`src/rtl/mem_arbiter_if.sv`:
```
// Bundle of the I-side, D-side and physical-memory signals around mem_arbiter.
// master is the arbiter's view; slave is the view of the caches and memory around it.
interface mem_arbiter_if #(
   parameter int unsigned LINE_W = 256,
   parameter int unsigned ADDR_W = 32
);
   logic              i_read;
   logic [ADDR_W-1:0] i_address;
   logic [LINE_W-1:0] i_rdata;
   logic              i_resp;

   logic              d_read;
   logic              d_write;
   logic [ADDR_W-1:0] d_address;
   logic [LINE_W-1:0] d_wdata;
   logic [LINE_W-1:0] d_rdata;
   logic              d_resp;

   logic              pmem_read;
   logic              pmem_write;
   logic [ADDR_W-1:0] pmem_address;
   logic [LINE_W-1:0] pmem_wdata;
   logic [LINE_W-1:0] pmem_rdata;
   logic              pmem_resp;

   modport master (
      input  i_read, i_address,
      output i_rdata, i_resp,
      input  d_read, d_write, d_address, d_wdata,
      output d_rdata, d_resp,
      output pmem_read, pmem_write, pmem_address, pmem_wdata,
      input  pmem_rdata, pmem_resp
   );

   modport slave (
      output i_read, i_address,
      input  i_rdata, i_resp,
      output d_read, d_write, d_address, d_wdata,
      input  d_rdata, d_resp,
      input  pmem_read, pmem_write, pmem_address, pmem_wdata,
      output pmem_rdata, pmem_resp
   );
endinterface

```
`src/rtl/mem_arbiter.sv`:
```
// Round-robin arbiter serializing I-side fills and D-side fills/writebacks onto
// one physical-memory port; each transaction runs to completion.
module mem_arbiter #(
   parameter int unsigned LINE_W = 256,
   parameter int unsigned ADDR_W = 32
) (
   input  logic          clk,
   input  logic          rst_n,
   mem_arbiter_if.master bus
);
   localparam int unsigned OFS_W = $clog2(LINE_W / 8);

   typedef enum logic [2:0] {
      IDLE    = 3'd0,
      SERVE_I = 3'd1,
      SERVE_D = 3'd2,
      RESP_I  = 3'd3,
      RESP_D  = 3'd4
   } state_t;

   state_t            state;
   logic              rr_d;
   logic              is_wr_q;
   logic              pmem_read_q;
   logic              pmem_write_q;
   logic              i_resp_q;
   logic              d_resp_q;
   logic [ADDR_W-1:0] addr_q;
   logic [LINE_W-1:0] wdata_q;
   logic [LINE_W-1:0] rdata_q;

   logic i_req_c;
   logic d_req_c;
   logic grant_d_c;

   // D wins when it is alone or when the round-robin pointer favours it on a tie.
   assign i_req_c   = bus.i_read;
   assign d_req_c   = bus.d_read | bus.d_write;
   assign grant_d_c = d_req_c & (~i_req_c | rr_d);

   always_ff @(posedge clk or negedge rst_n) begin
      if (!rst_n) begin
         state        <= IDLE;
         rr_d         <= 1'b0;
         is_wr_q      <= 1'b0;
         pmem_read_q  <= 1'b0;
         pmem_write_q <= 1'b0;
         i_resp_q     <= 1'b0;
         d_resp_q     <= 1'b0;
         addr_q       <= '0;
         wdata_q      <= '0;
         rdata_q      <= '0;
      end else begin
         case (state)
            IDLE: begin
               if (grant_d_c) begin
                  state        <= SERVE_D;
                  addr_q       <= {bus.d_address[ADDR_W-1:OFS_W], OFS_W'(0)};
                  wdata_q      <= bus.d_wdata;
                  // a simultaneous read+write is issued as a writeback
                  is_wr_q      <= bus.d_write;
                  pmem_write_q <= bus.d_write;
                  pmem_read_q  <= ~bus.d_write;
               end else if (i_req_c) begin
                  state        <= SERVE_I;
                  addr_q       <= {bus.i_address[ADDR_W-1:OFS_W], OFS_W'(0)};
                  is_wr_q      <= 1'b0;
                  pmem_write_q <= 1'b0;
                  pmem_read_q  <= 1'b1;
               end
            end
            SERVE_I: begin
               if (bus.pmem_resp) begin
                  state        <= RESP_I;
                  rdata_q      <= bus.pmem_rdata;
                  pmem_read_q  <= 1'b0;
                  pmem_write_q <= 1'b0;
                  i_resp_q     <= 1'b1;
                  rr_d         <= 1'b1;
               end
            end
            SERVE_D: begin
               if (bus.pmem_resp) begin
                  state <= RESP_D;
                  if (!is_wr_q) begin
                     rdata_q <= bus.pmem_rdata;
                  end
                  pmem_read_q  <= 1'b0;
                  pmem_write_q <= 1'b0;
                  d_resp_q     <= 1'b1;
                  rr_d         <= 1'b0;
               end
            end
            RESP_I: begin
               state    <= IDLE;
               i_resp_q <= 1'b0;
            end
            RESP_D: begin
               state    <= IDLE;
               d_resp_q <= 1'b0;
            end
            default: begin
               state <= IDLE;
            end
         endcase
      end
   end

   assign bus.pmem_read    = pmem_read_q;
   assign bus.pmem_write   = pmem_write_q;
   assign bus.pmem_address = addr_q;
   assign bus.pmem_wdata   = wdata_q;
   assign bus.i_resp       = i_resp_q;
   assign bus.d_resp       = d_resp_q;
   assign bus.i_rdata      = rdata_q;
   assign bus.d_rdata      = rdata_q;

endmodule

```
`src/flat_wrapper.sv`:
```
// flat-port wrapper written by rule: the top's interface ports become plain ports
module mem_arbiter_flat 
#(
   parameter int unsigned LINE_W = 256,
   parameter int unsigned ADDR_W = 32
)
  (clk, rst_n, bus_i_read, bus_i_address, bus_i_rdata, bus_i_resp, bus_d_read, bus_d_write, bus_d_address, bus_d_wdata, bus_d_rdata, bus_d_resp, bus_pmem_read, bus_pmem_write, bus_pmem_address, bus_pmem_wdata, bus_pmem_rdata, bus_pmem_resp);
  mem_arbiter_if #(.LINE_W(LINE_W), .ADDR_W(ADDR_W)) bus_i ();
  input  logic clk;
  input  logic rst_n;
  input wire logic [$bits(bus_i.i_read)-1:0] bus_i_read;
  input wire logic [$bits(bus_i.i_address)-1:0] bus_i_address;
  output wire logic [$bits(bus_i.i_rdata)-1:0] bus_i_rdata;
  output wire logic [$bits(bus_i.i_resp)-1:0] bus_i_resp;
  input wire logic [$bits(bus_i.d_read)-1:0] bus_d_read;
  input wire logic [$bits(bus_i.d_write)-1:0] bus_d_write;
  input wire logic [$bits(bus_i.d_address)-1:0] bus_d_address;
  input wire logic [$bits(bus_i.d_wdata)-1:0] bus_d_wdata;
  output wire logic [$bits(bus_i.d_rdata)-1:0] bus_d_rdata;
  output wire logic [$bits(bus_i.d_resp)-1:0] bus_d_resp;
  output wire logic [$bits(bus_i.pmem_read)-1:0] bus_pmem_read;
  output wire logic [$bits(bus_i.pmem_write)-1:0] bus_pmem_write;
  output wire logic [$bits(bus_i.pmem_address)-1:0] bus_pmem_address;
  output wire logic [$bits(bus_i.pmem_wdata)-1:0] bus_pmem_wdata;
  input wire logic [$bits(bus_i.pmem_rdata)-1:0] bus_pmem_rdata;
  input wire logic [$bits(bus_i.pmem_resp)-1:0] bus_pmem_resp;
  assign bus_i.i_read = bus_i_read;
  assign bus_i.i_address = bus_i_address;
  assign bus_i_rdata = bus_i.i_rdata;
  assign bus_i_resp = bus_i.i_resp;
  assign bus_i.d_read = bus_d_read;
  assign bus_i.d_write = bus_d_write;
  assign bus_i.d_address = bus_d_address;
  assign bus_i.d_wdata = bus_d_wdata;
  assign bus_d_rdata = bus_i.d_rdata;
  assign bus_d_resp = bus_i.d_resp;
  assign bus_pmem_read = bus_i.pmem_read;
  assign bus_pmem_write = bus_i.pmem_write;
  assign bus_pmem_address = bus_i.pmem_address;
  assign bus_pmem_wdata = bus_i.pmem_wdata;
  assign bus_i.pmem_rdata = bus_pmem_rdata;
  assign bus_i.pmem_resp = bus_pmem_resp;
  mem_arbiter #(.LINE_W(LINE_W), .ADDR_W(ADDR_W)) u_core (.clk(clk), .rst_n(rst_n), .bus(bus_i));
endmodule
```
`config.mk`:
```
export PLATFORM = sky130hd
export DESIGN_NAME = mem_arbiter_flat
export DESIGN_NICKNAME = d
export VERILOG_FILES = /design/src/rtl/mem_arbiter_if.sv /design/src/rtl/mem_arbiter.sv /design/src/flat_wrapper.sv
export SDC_FILE = /design/constraint.sdc
export NUM_CORES = 1
export LEC_CHECK = 0
export CORE_AREA = 2 2 542 544
export DETAILED_ROUTE_END_ITERATION = 8
export DIE_AREA = 0 0 544 546
export HOLD_SLACK_MARGIN = 0.02
export SKIP_LAST_GASP = 1
export SYNTH_ARGS = -nofsm -noshare
export SYNTH_HDL_FRONTEND = slang
export SYNTH_SLANG_ARGS = --single-unit
export TNS_END_PERCENT = 10
```
`constraint.sdc`:
```
create_clock -name clk -period 2.84 [get_ports clk]
set_input_delay 0.568 -clock clk [delete_from_list [all_inputs] [get_ports clk]]
set_output_delay 0.568 -clock clk [all_outputs]
set_load 0.02 [all_outputs]
```
Word level (Yosys, flattened, before mapping)

Index checks and enable logic that the tools add are counted.

Register bits: 553
Input bits: 582
Logic and storage cells: 61

Equal/unequal tests: 9
Multiplexer cells: 22
Bitwise operators: 5
Reduce and logical (&&, ||, !) cells: 15

Operator list:

| kind                                                  | number |
|---|---|
| 2-to-1 mux 256 bit                                    | 3 |
| one-hot mux 256 bit (2 select lines)                  | 1 |
| 2-to-1 mux 32 bit                                     | 2 |
| 2-to-1 mux 3 bit                                      | 4 |
| one-hot mux 1 bit (2 select lines)                    | 5 |
| nonzero test 2 bit                                    | 5 |
| one-hot mux 3 bit (3 select lines)                    | 1 |
| AND reduction 3 bit                                   | 3 |
| AND reduction 2 bit                                   | 4 |
| == test 3 x 2 -> 1 bit, second input constant         | 2 |
| 2-to-1 mux 1 bit                                      | 6 |
| inequality test 2 bit, second input constant          | 3 |
| AND reduction 4 bit                                   | 1 |
| == test 3 x 1 -> 1 bit, second input constant         | 1 |
| == test 3 bit, second input constant                  | 1 |
| zero test 3 bit                                       | 1 |
| inequality test 3 x 2 -> 1 bit, second input constant | 1 |
| inequality test 2 x 1 -> 1 bit, second input constant | 1 |
| inverter 1 bit                                        | 2 |
| bitwise OR 1 bit                                      | 2 |
| OR reduction 2 bit                                    | 1 |
| AND 1 bit                                             | 1 |

Depth between registers and ports, before layout

Gate-level depths: netlist of the first run.

Depth in word-level cells: 5
Gate-level depth with buffers: 6
Mapped depth without buffers: 3

Worst setup path after synthesis of the first run

No wires, ideal clock.

Path kind: input -> register
From: input bus_d_write
To: register u_core.wdata_q[100] (netlist: u_core.bus.pmem_wdata[100])
Library setup time: 0.125 ns
Data arrival time: 1.642 ns
Data required time: 2.715 ns
Slack: 1.073 ns
Stages: 6
Cells stage by stage: or2_1 and3_1 buf_4 buf_12 buf_6 mux2_4

Longest elaborated chain between the ends: 3

Ends and longest elaborated chain:

| what                          | RTL line           | RTL |
|---|---|---|
| from (decl)                   | flat_wrapper.sv:16 | `input wire logic [$bits(bus_i.d_write)-1:0] bus_d_write;` |
| bitwise OR 1 bit              | mem_arbiter.sv:38  | `assign d_req_c = bus.d_read \| bus.d_write;` |
| AND 1 bit                     | mem_arbiter.sv:39  | `assign grant_d_c = d_req_c & (~i_req_c \| rr_d);` |
| AND reduction 2 bit (no line) | --                 |  |
| to (signal assigned)          | mem_arbiter.sv:59  | `wdata_q <= bus.d_wdata;` |
| to (decl)                     | mem_arbiter.sv:29  | `logic [LINE_W-1:0] wdata_q;` |

No other way between the ends.
A chain may end at the register's enable or synchronous reset.

Worst setup path after layout of the first run

From: register u_core.rdata_q[26] (netlist: u_core.bus.d_rdata[26])
To: output bus_i_rdata[26]

RTL lines:

| what                   | RTL line           | RTL |
|---|---|---|
| from (decl)            | mem_arbiter.sv:30  | `logic [LINE_W-1:0] rdata_q;` |
| from (signal assigned) | mem_arbiter.sv:75  | `rdata_q <= bus.pmem_rdata;` |
| from (signal assigned) | mem_arbiter.sv:86  | `rdata_q <= bus.pmem_rdata;` |
| to (decl)              | flat_wrapper.sv:13 | `output wire logic [$bits(bus_i.i_rdata)-1:0] bus_i_rdata;` |

No word-level cell between the ends.

==> impl_results.md, run 1 <==
- Worst-Margin Slew: 900 ps
- Static Leak: 16.1 nW
- Clock H-tree levels: 3
- Worst skew pair latency: 780 ps
- CP startpoint kind: flop
- Xor/xnor share of the synthesized area: 0.0378%
- Worst relative slew slack: 39.8%
- Crit Path Class: reg -> out
- Clock Power Share: 16.6%
- Commonest non-fill, non-tap cell in the layout: clkdlybuf4s50_1
- Ports: 1386
- RR Endpoint: u_core.bus.d_rdata[248]$_DFFE_PN0P_
- Share of power burned in registers: 24.6%
- Register area: 0.0137 mm2
- Simple-Gate Fraction of Synth Area: 1.10%
- CTS tree: yes
- Power share of the combinational group: 58.8%
- CTS Buf Count: 79
- R2r setup slk: 500 ps
- Met2 usage: 20.9%
- Number of max-capacitance violations reported: 0
- Post-route ant nets: 0
- DRT iter0 DRCs: 1106
- Worst Path Buf+Inv: 1
- Most frequent cells in the layout: 1347 x clkdlybuf4s50_1, 548 x dfrtp_1, 472 x mux2_1
- CTS max path bufs: 4
- CP max FO: 3
- Vias in the first global route: 19400
- Pwr Total: 0.0621 W
- Worst path cell trace: clkdlybuf4s50_1
- Status: finished, final reports clean
- Gr usage total: 14.6%
- GR Util met1: 14.4%
- Cell area after layout: 0.0426 mm2
- Worst path depth: 1
- Area of the multi-input gates: 0.00679 mm2
- Initial antenna violation count: 173
- Fmax: 354 MHz
- Post-route setup slack: 16.2 ps
- Dpl ws: 146 ps
- Dpl cell area: 0.0399 mm2
- Drt drc: 0
- Final Net Count: 3320
- Largest family of logic cells by synthesized area: multiplexers
- Area share of fa/ha/maj cells after synthesis: 0%
- Crit path capture type: output pin
- Clock transition at path regs: 60 ps
- Critical Path RT: 2270 ps
- Setup TNS: 0 ps
- TritonCTS Sinks: 548
- Fillers: 32400
- Initial Util: 7.92%
- Worst R2R Start: u_core.state[0]$_DFFE_PN0P_
- Final Non-Filler Cells: 6755
- Worst r2r path cells: 5
- Row cnt: 199
- Buffers on Ports: 1370
- Top delay family on crit path: buffers and inverters
- Iteration count of the initial detailed-routing pass: 5
- Worst Setup EP: bus_i_rdata[26]
- Switch share: 47.7%
- Synth Warn #: 0
- CTS root buf: clkbuf_16
- Crit. Startpoint: u_core.bus.d_rdata[26]$_DFFE_PN0P_
- RSZ-0062 raised after global routing: yes
- Critical path arrival: 2260 ps
- Final setup skew: 57.4 ps
- PD cells: 1460 mW/mm2
- Area delta synth->final: 84.2%
- Total grt overflow: 0
- Vert. Die Dim: 546 um
- Type of the most critical hold path: in -> reg
- Width of the die: 544 um
- Core box area: 0.292 mm2
- Library cells used by synthesis: 36
- Routed wire length: 224 mm
- CP max stage cell: clkdlybuf4s50_1
- Overall die area: 0.297 mm2
- First-pass GRT wire length: 266 mm
- Synth Area in Compound Gates: 2.35%
- Grt met3 use: 14.5%
- Beginning of the worst hold path: bus_d_address[30]
- Peak VDD IR: 0.694 mV
- Fraction of layout cells with a size suffix above 1: 9.63%
- P_sw: 0.0296 W
- Worst path max stage delay: 1030 ps
- HPWL Detailed: 200 mm
- Syn_area_per_cell: 14.9 um2
- Final Max Slew Viols: 0
- Post-CTS setup buffers: 0
- Endpoints failing setup: 0
- DR WL/cell: 33.1 um
- Routability cong.: 0.997
- Post-Syn Area: 0.0231 mm2
- Syn Inst Count: 1550
- Pin count of the biggest net entering global routing: 74
- DR vias: 18900
- Sequential cell area fraction in the yosys report: 59.3%
- Int Pwr: 0.0325 W
- Inst Count DP: 6575
- Gr busiest metal: met2
- Hold Vio Cnt, Final: 0
- Final worst-path cycle share: 99.4%
- Seq cells post-synth: 548
- Min Tclk post-route: 2820 ps
- Vias per inst: 2.80
- Mux cell area share after synthesis: 25.6%
[through the flow]
| stage | hold WS (ps) | util, % |
|---|---|---|
| floorplan | 272 | - |
| global placement | 471 | 13.7 |
| detailed placement | 474 | 13.7 |
| CTS | 262 | 14.6 |
| global route | 310 | 14.6 |
| finish | 365 | 14.6 |
[logic make-up after synthesis]
group | count (synthesis)
DFF | 548
muxes | 513
buffers and inverters | 343
AOI/OAI and AO/OA | 98
and+or+nand+nor | 46
xor gates and xnor gates | 1
other | 1
[power groups by stage]
stage | clock, W | sequential, W | combinational, W
6_report | 0.0103 | 0.0153 | 0.0365
5_1_grt | 0.0110 | 0.0158 | 0.0386
4_1_cts | 0.0108 | 0.0153 | 0.0372
3_5_place_dp | 0 | 0.0153 | 0.0370
3_3_place_gp | 0 | 0.0152 | 0.0370
2_1_floorplan | 0 | 0.0192 | 0.0118
[worst reg2reg max path, cell delays in order, from the launching register on]
cell	delay, ps
dfrtp_1	530
nor2b_1	240
o21ai_4	330
buf_12	270
buf_12	420
mux2_1	390
[area by class of cell]
class                   count  area share [%]
well taps                3919            11.5
clock buffers             109            5.33
repair buffers           1444            34.0
multi-input cells         663            15.9
inverters                   2          0.0176
flip-flops and latches    548            32.2
diodes                     43           0.252
clock inverters            27           0.822
[sequential cells by signal, summed over array words and instances, names as in the netlist]
signal and cells:
u_core.bus.d_rdata 256, u_core.bus.d_resp 1, u_core.bus.i_resp 1, u_core.bus.pmem_address 27, u_core.bus.pmem_read 1, u_core.bus.pmem_wdata 256
u_core.bus.pmem_write 1, u_core.is_wr_q 1, u_core.rr_d 1, u_core.state 3
[cell usage after synthesis]
cell / count / area [um2]
a31oi_1: 28 / 175
or2_1: 1 / 6.26
nor2b_1: 3 / 18.8
and3_1: 2 / 12.5
a211oi_1: 1 / 7.51
xnor2_1: 1 / 8.76
buf_12: 2 / 40.0
o21ai_2: 1 / 8.76
nand2_1: 2 / 7.51
nor3_1: 2 / 10.0
mux2_4: 40 / 601
conb_1: 1 / 3.75
a21o_1: 1 / 7.51
o21ai_0: 33 / 165
buf_6: 49 / 552
buf_2: 7 / 35.0
a21boi_1: 1 / 7.51
buf_1: 1 / 3.75
mux2_2: 1 / 11.3
nor3_2: 1 / 10.0
nand3_1: 27 / 135
o211ai_1: 1 / 7.51
dfrtp_1: 548 / 13700
nor3b_2: 1 / 12.5
mux2_1: 472 / 5320
o21ai_1: 1 / 5.00
nand2b_1: 2 / 12.5
buf_4: 265 / 1990
clkbuf_1: 17 / 63.8
nor3b_1: 1 / 7.51
a21oi_1: 30 / 150
and2_1: 2 / 12.5
inv_1: 2 / 7.51
or3_1: 1 / 6.26
nor2_1: 1 / 3.75
o22a_1: 1 / 8.76
[how the worst min path moves through the flow]
stage / cells past startpoint / end / slack (ps)
2_1_floorplan: 0 / u_core.bus.d_rdata[0]$_DFFE_PN0P_ / 270
3_3_place_gp: 1 / u_core.bus.pmem_wdata[179]$_DFFE_PN0P_ / 470
3_5_place_dp: 1 / u_core.bus.pmem_wdata[140]$_DFFE_PN0P_ / 470
4_1_cts: 3 / u_core.bus.pmem_address[30]$_DFFE_PN0P_ / 260
5_1_grt: 3 / u_core.bus.pmem_address[13]$_DFFE_PN0P_ / 310
6_report: 3 / u_core.bus.pmem_address[30]$_DFFE_PN0P_ / 360
[metal layers]
metal / vias to the layer above / routed length, um
li1: 7575 / -
met1: 9355 / 74900
met2: 1496 / 90400
met3: 422 / 49800
met4: 84 / 7880
met5: - / 717
[what timing repair did]
| action | 4_1_cts | 5_1_grt |
|---|---|---|
| endpoints found under the hold margin | 32 | 0 |
| resized for setup | 1 | 1 |
| hold buffers | 1 | 0 |
| setup endpoints to repair | 9 | 8 |
(Power assumes the default switching activity.)
==> run 2: changes to the inputs <==
CORE_AREA = 2 2 547 549   (was 2 2 542 544)
DIE_AREA = 0 0 549 551   (was 0 0 544 546)
==> impl_results.md, run 2 (same netlist as run 1, synthesis figures left out) <==
- Status: finished, final reports clean
- Number of max-capacitance violations reported: 0 (unchanged)
- Gr usage total: 13.6% (-1.0 points)
- Clock H-tree levels: 3 (unchanged)
- Fraction of layout cells with a size suffix above 1: 9.78% (+0.15 points)
- Final Max Slew Viols: 0 (unchanged)
- Area delta synth->final: 84.7%
- PD cells: 1450 mW/mm2 (-0.47%)
- CTS tree: yes
- Overall die area: 0.302 mm2 (+1.8%)
- Vert. Die Dim: 551 um (+0.92%)
- Worst path cell trace: clkdlybuf4s50_1
- Worst-Margin Slew: 827 ps (-72.4 ps)
- CP max FO: 3 (unchanged)
- Vias per inst: 2.75 (-1.8%)
- Ports: 1386 (unchanged)
- Post-route setup slack: 18.8 ps (+2.51 ps)
- CTS root buf: clkbuf_16
- Min Hold Slack: 348 ps (-16.9 ps)
- Peak VDD IR: 0.728 mV (+5.0%)
- First-pass GRT wire length: 255 mm (-4.4%)
- Iteration count of the initial detailed-routing pass: 5 (unchanged)
- Final setup skew: 92.5 ps (+35.1 ps)
- Type of the most critical hold path: in -> reg
- Total grt overflow: 0 (unchanged)
- Static Leak: 16.1 nW (+0.44%)
- R2r setup slk: 490 ps (about the same)
- CTS max path bufs: 4 (unchanged)
- Routed wire length: 213 mm (-4.7%)
- Min Tclk post-route: 2820 ps (-2.51 ps)
- Routability cong.: 0.917 (-8.0%)
- Core box area: 0.296 mm2 (+1.4%)
- Final Net Count: 3316 (-0.12%)
- CP startpoint kind: flop
- Crit Path Class: reg -> out
- Row cnt: 200 (+0.50%)
- Initial antenna violation count: 173 (unchanged)
- Fillers: 33000 (+1.9%)
- Buffers on Ports: 1370 (unchanged)
- TritonCTS Sinks: 548 (unchanged)
- Most frequent cells in the layout: 1348 x clkdlybuf4s50_1, 548 x dfrtp_1, 472 x mux2_1
- Critical path arrival: 2250 ps (about the same)
- RSZ-0062 raised after global routing: yes
- Worst skew pair latency: 810 ps (+30 ps)
- Final worst-path cycle share: 99.3% (about the same)
- Top delay family on crit path: buffers and inverters
- Vias in the first global route: 19300 (-0.61%)
- Clock transition at path regs: 70 ps (about the same)
- Drt drc: 0 (unchanged)
- Worst path max stage delay: 1020 ps (about the same)
- Crit path capture type: output pin
- Initial Util: 7.81% (-0.11 points)
- CTS Buf Count: 82 (+3.8%)
- DR vias: 18600 (-1.7%)
- DRT iter0 DRCs: 1002 (-9.4%)
- Hold Vio Cnt, Final: 0 (unchanged)
- Dpl ws: -50.7 ps (-196 ps)
- Worst relative slew slack: 44.8% (+5.0 points)
- Final Util: 14.4% (-0.17 points)
- Pwr Total: 0.0620 W (-0.19%)
- HPWL Detailed: 189 mm (-5.1%)
- Critical Path RT: 2270 ps (about the same)
- Commonest non-fill, non-tap cell in the layout: clkdlybuf4s50_1
- Pin count of the biggest net entering global routing: 84 (+14%)
- DR WL/cell: 31.5 um (-4.8%)
- Register area: 0.0137 mm2 (unchanged)
- CP max stage cell: clkdlybuf4s50_1
- Worst Path Buf+Inv: 1 (unchanged)
- Area of the multi-input gates: 0.00679 mm2 (unchanged)
- Width of the die: 549 um (+0.92%)
- Post-route ant nets: 0 (unchanged)
- Fmax: 354 MHz (about the same)
- Endpoints failing setup: 0 (unchanged)
run 2: layout make-up:
type	count	share of cell area, %
Antenna cell	35	0.205
Multi-Input combinational cell	663	15.9
Sequential cell	548	32.1
Timing Repair Buffer	1437	33.8
Clock inverter	40	1.19
Clock buffer	101	5.30
Tap cell	3939	11.5
Inverter	2	0.0176
run 2: routing by layer:
metal  global-route usage (%)  share of wire, %
met5                        0              0.20
met1                     14.5                36
met4                     4.19               3.4
met2                     19.8                41
met3                     11.5                19
run 2: timing repair:
action	4_1_cts	5_1_grt
hold endpoints to repair	30	0
hold buffers	1	0
resized for setup	0	1
cloned	0	0
buffers inserted	3	0
setup endpoints to repair	108	13
pin swaps	1	0
run 2: final timing paths:
check | from | endpoint | depth (start not counted)
max | u_core.bus.d_rdata[243]$_DFFE_PN0P_ | bus_i_rdata[243] | 1
min | bus_pmem_rdata[9] | u_core.bus.d_rdata[9]$_DFFE_PN0P_ | 2
max reg2reg | u_core.state[0]$_DFFE_PN0P_ | u_core.bus.d_rdata[38]$_DFFE_PN0P_ | 6
min reg2reg | u_core.bus.pmem_wdata[228]$_DFFE_PN0P_ | u_core.bus.pmem_wdata[228]$_DFFE_PN0P_ | 1
max in group asynchronous | rst_n | u_core.bus.pmem_address[8]$_DFFE_PN0P_ | 3
min in group asynchronous | rst_n | u_core.bus.pmem_wdata[152]$_DFFE_PN0P_ | 2
run 2: through the flow:
stage / std cells / TNS, ps / area (um2)
2_1_floorplan: 1554 / 0 / 23200
3_3_place_gp: 6585 / -463 / 39800
3_5_place_dp: 6585 / -1140 / 39800
4_1_cts: 6730 / -546 / 42600
5_1_grt: 6743 / -215 / 42700
6_report: 6765 / 0 / 42700
run 2: power by group:
group          leakage [nW]  total (W)  internal, W  switching, W
clock                  1.37     0.0108      0.00657       0.00428
sequential             6.44     0.0154       0.0119       0.00351
combinational          8.33     0.0357       0.0144        0.0212
total                  16.1     0.0620       0.0329        0.0290
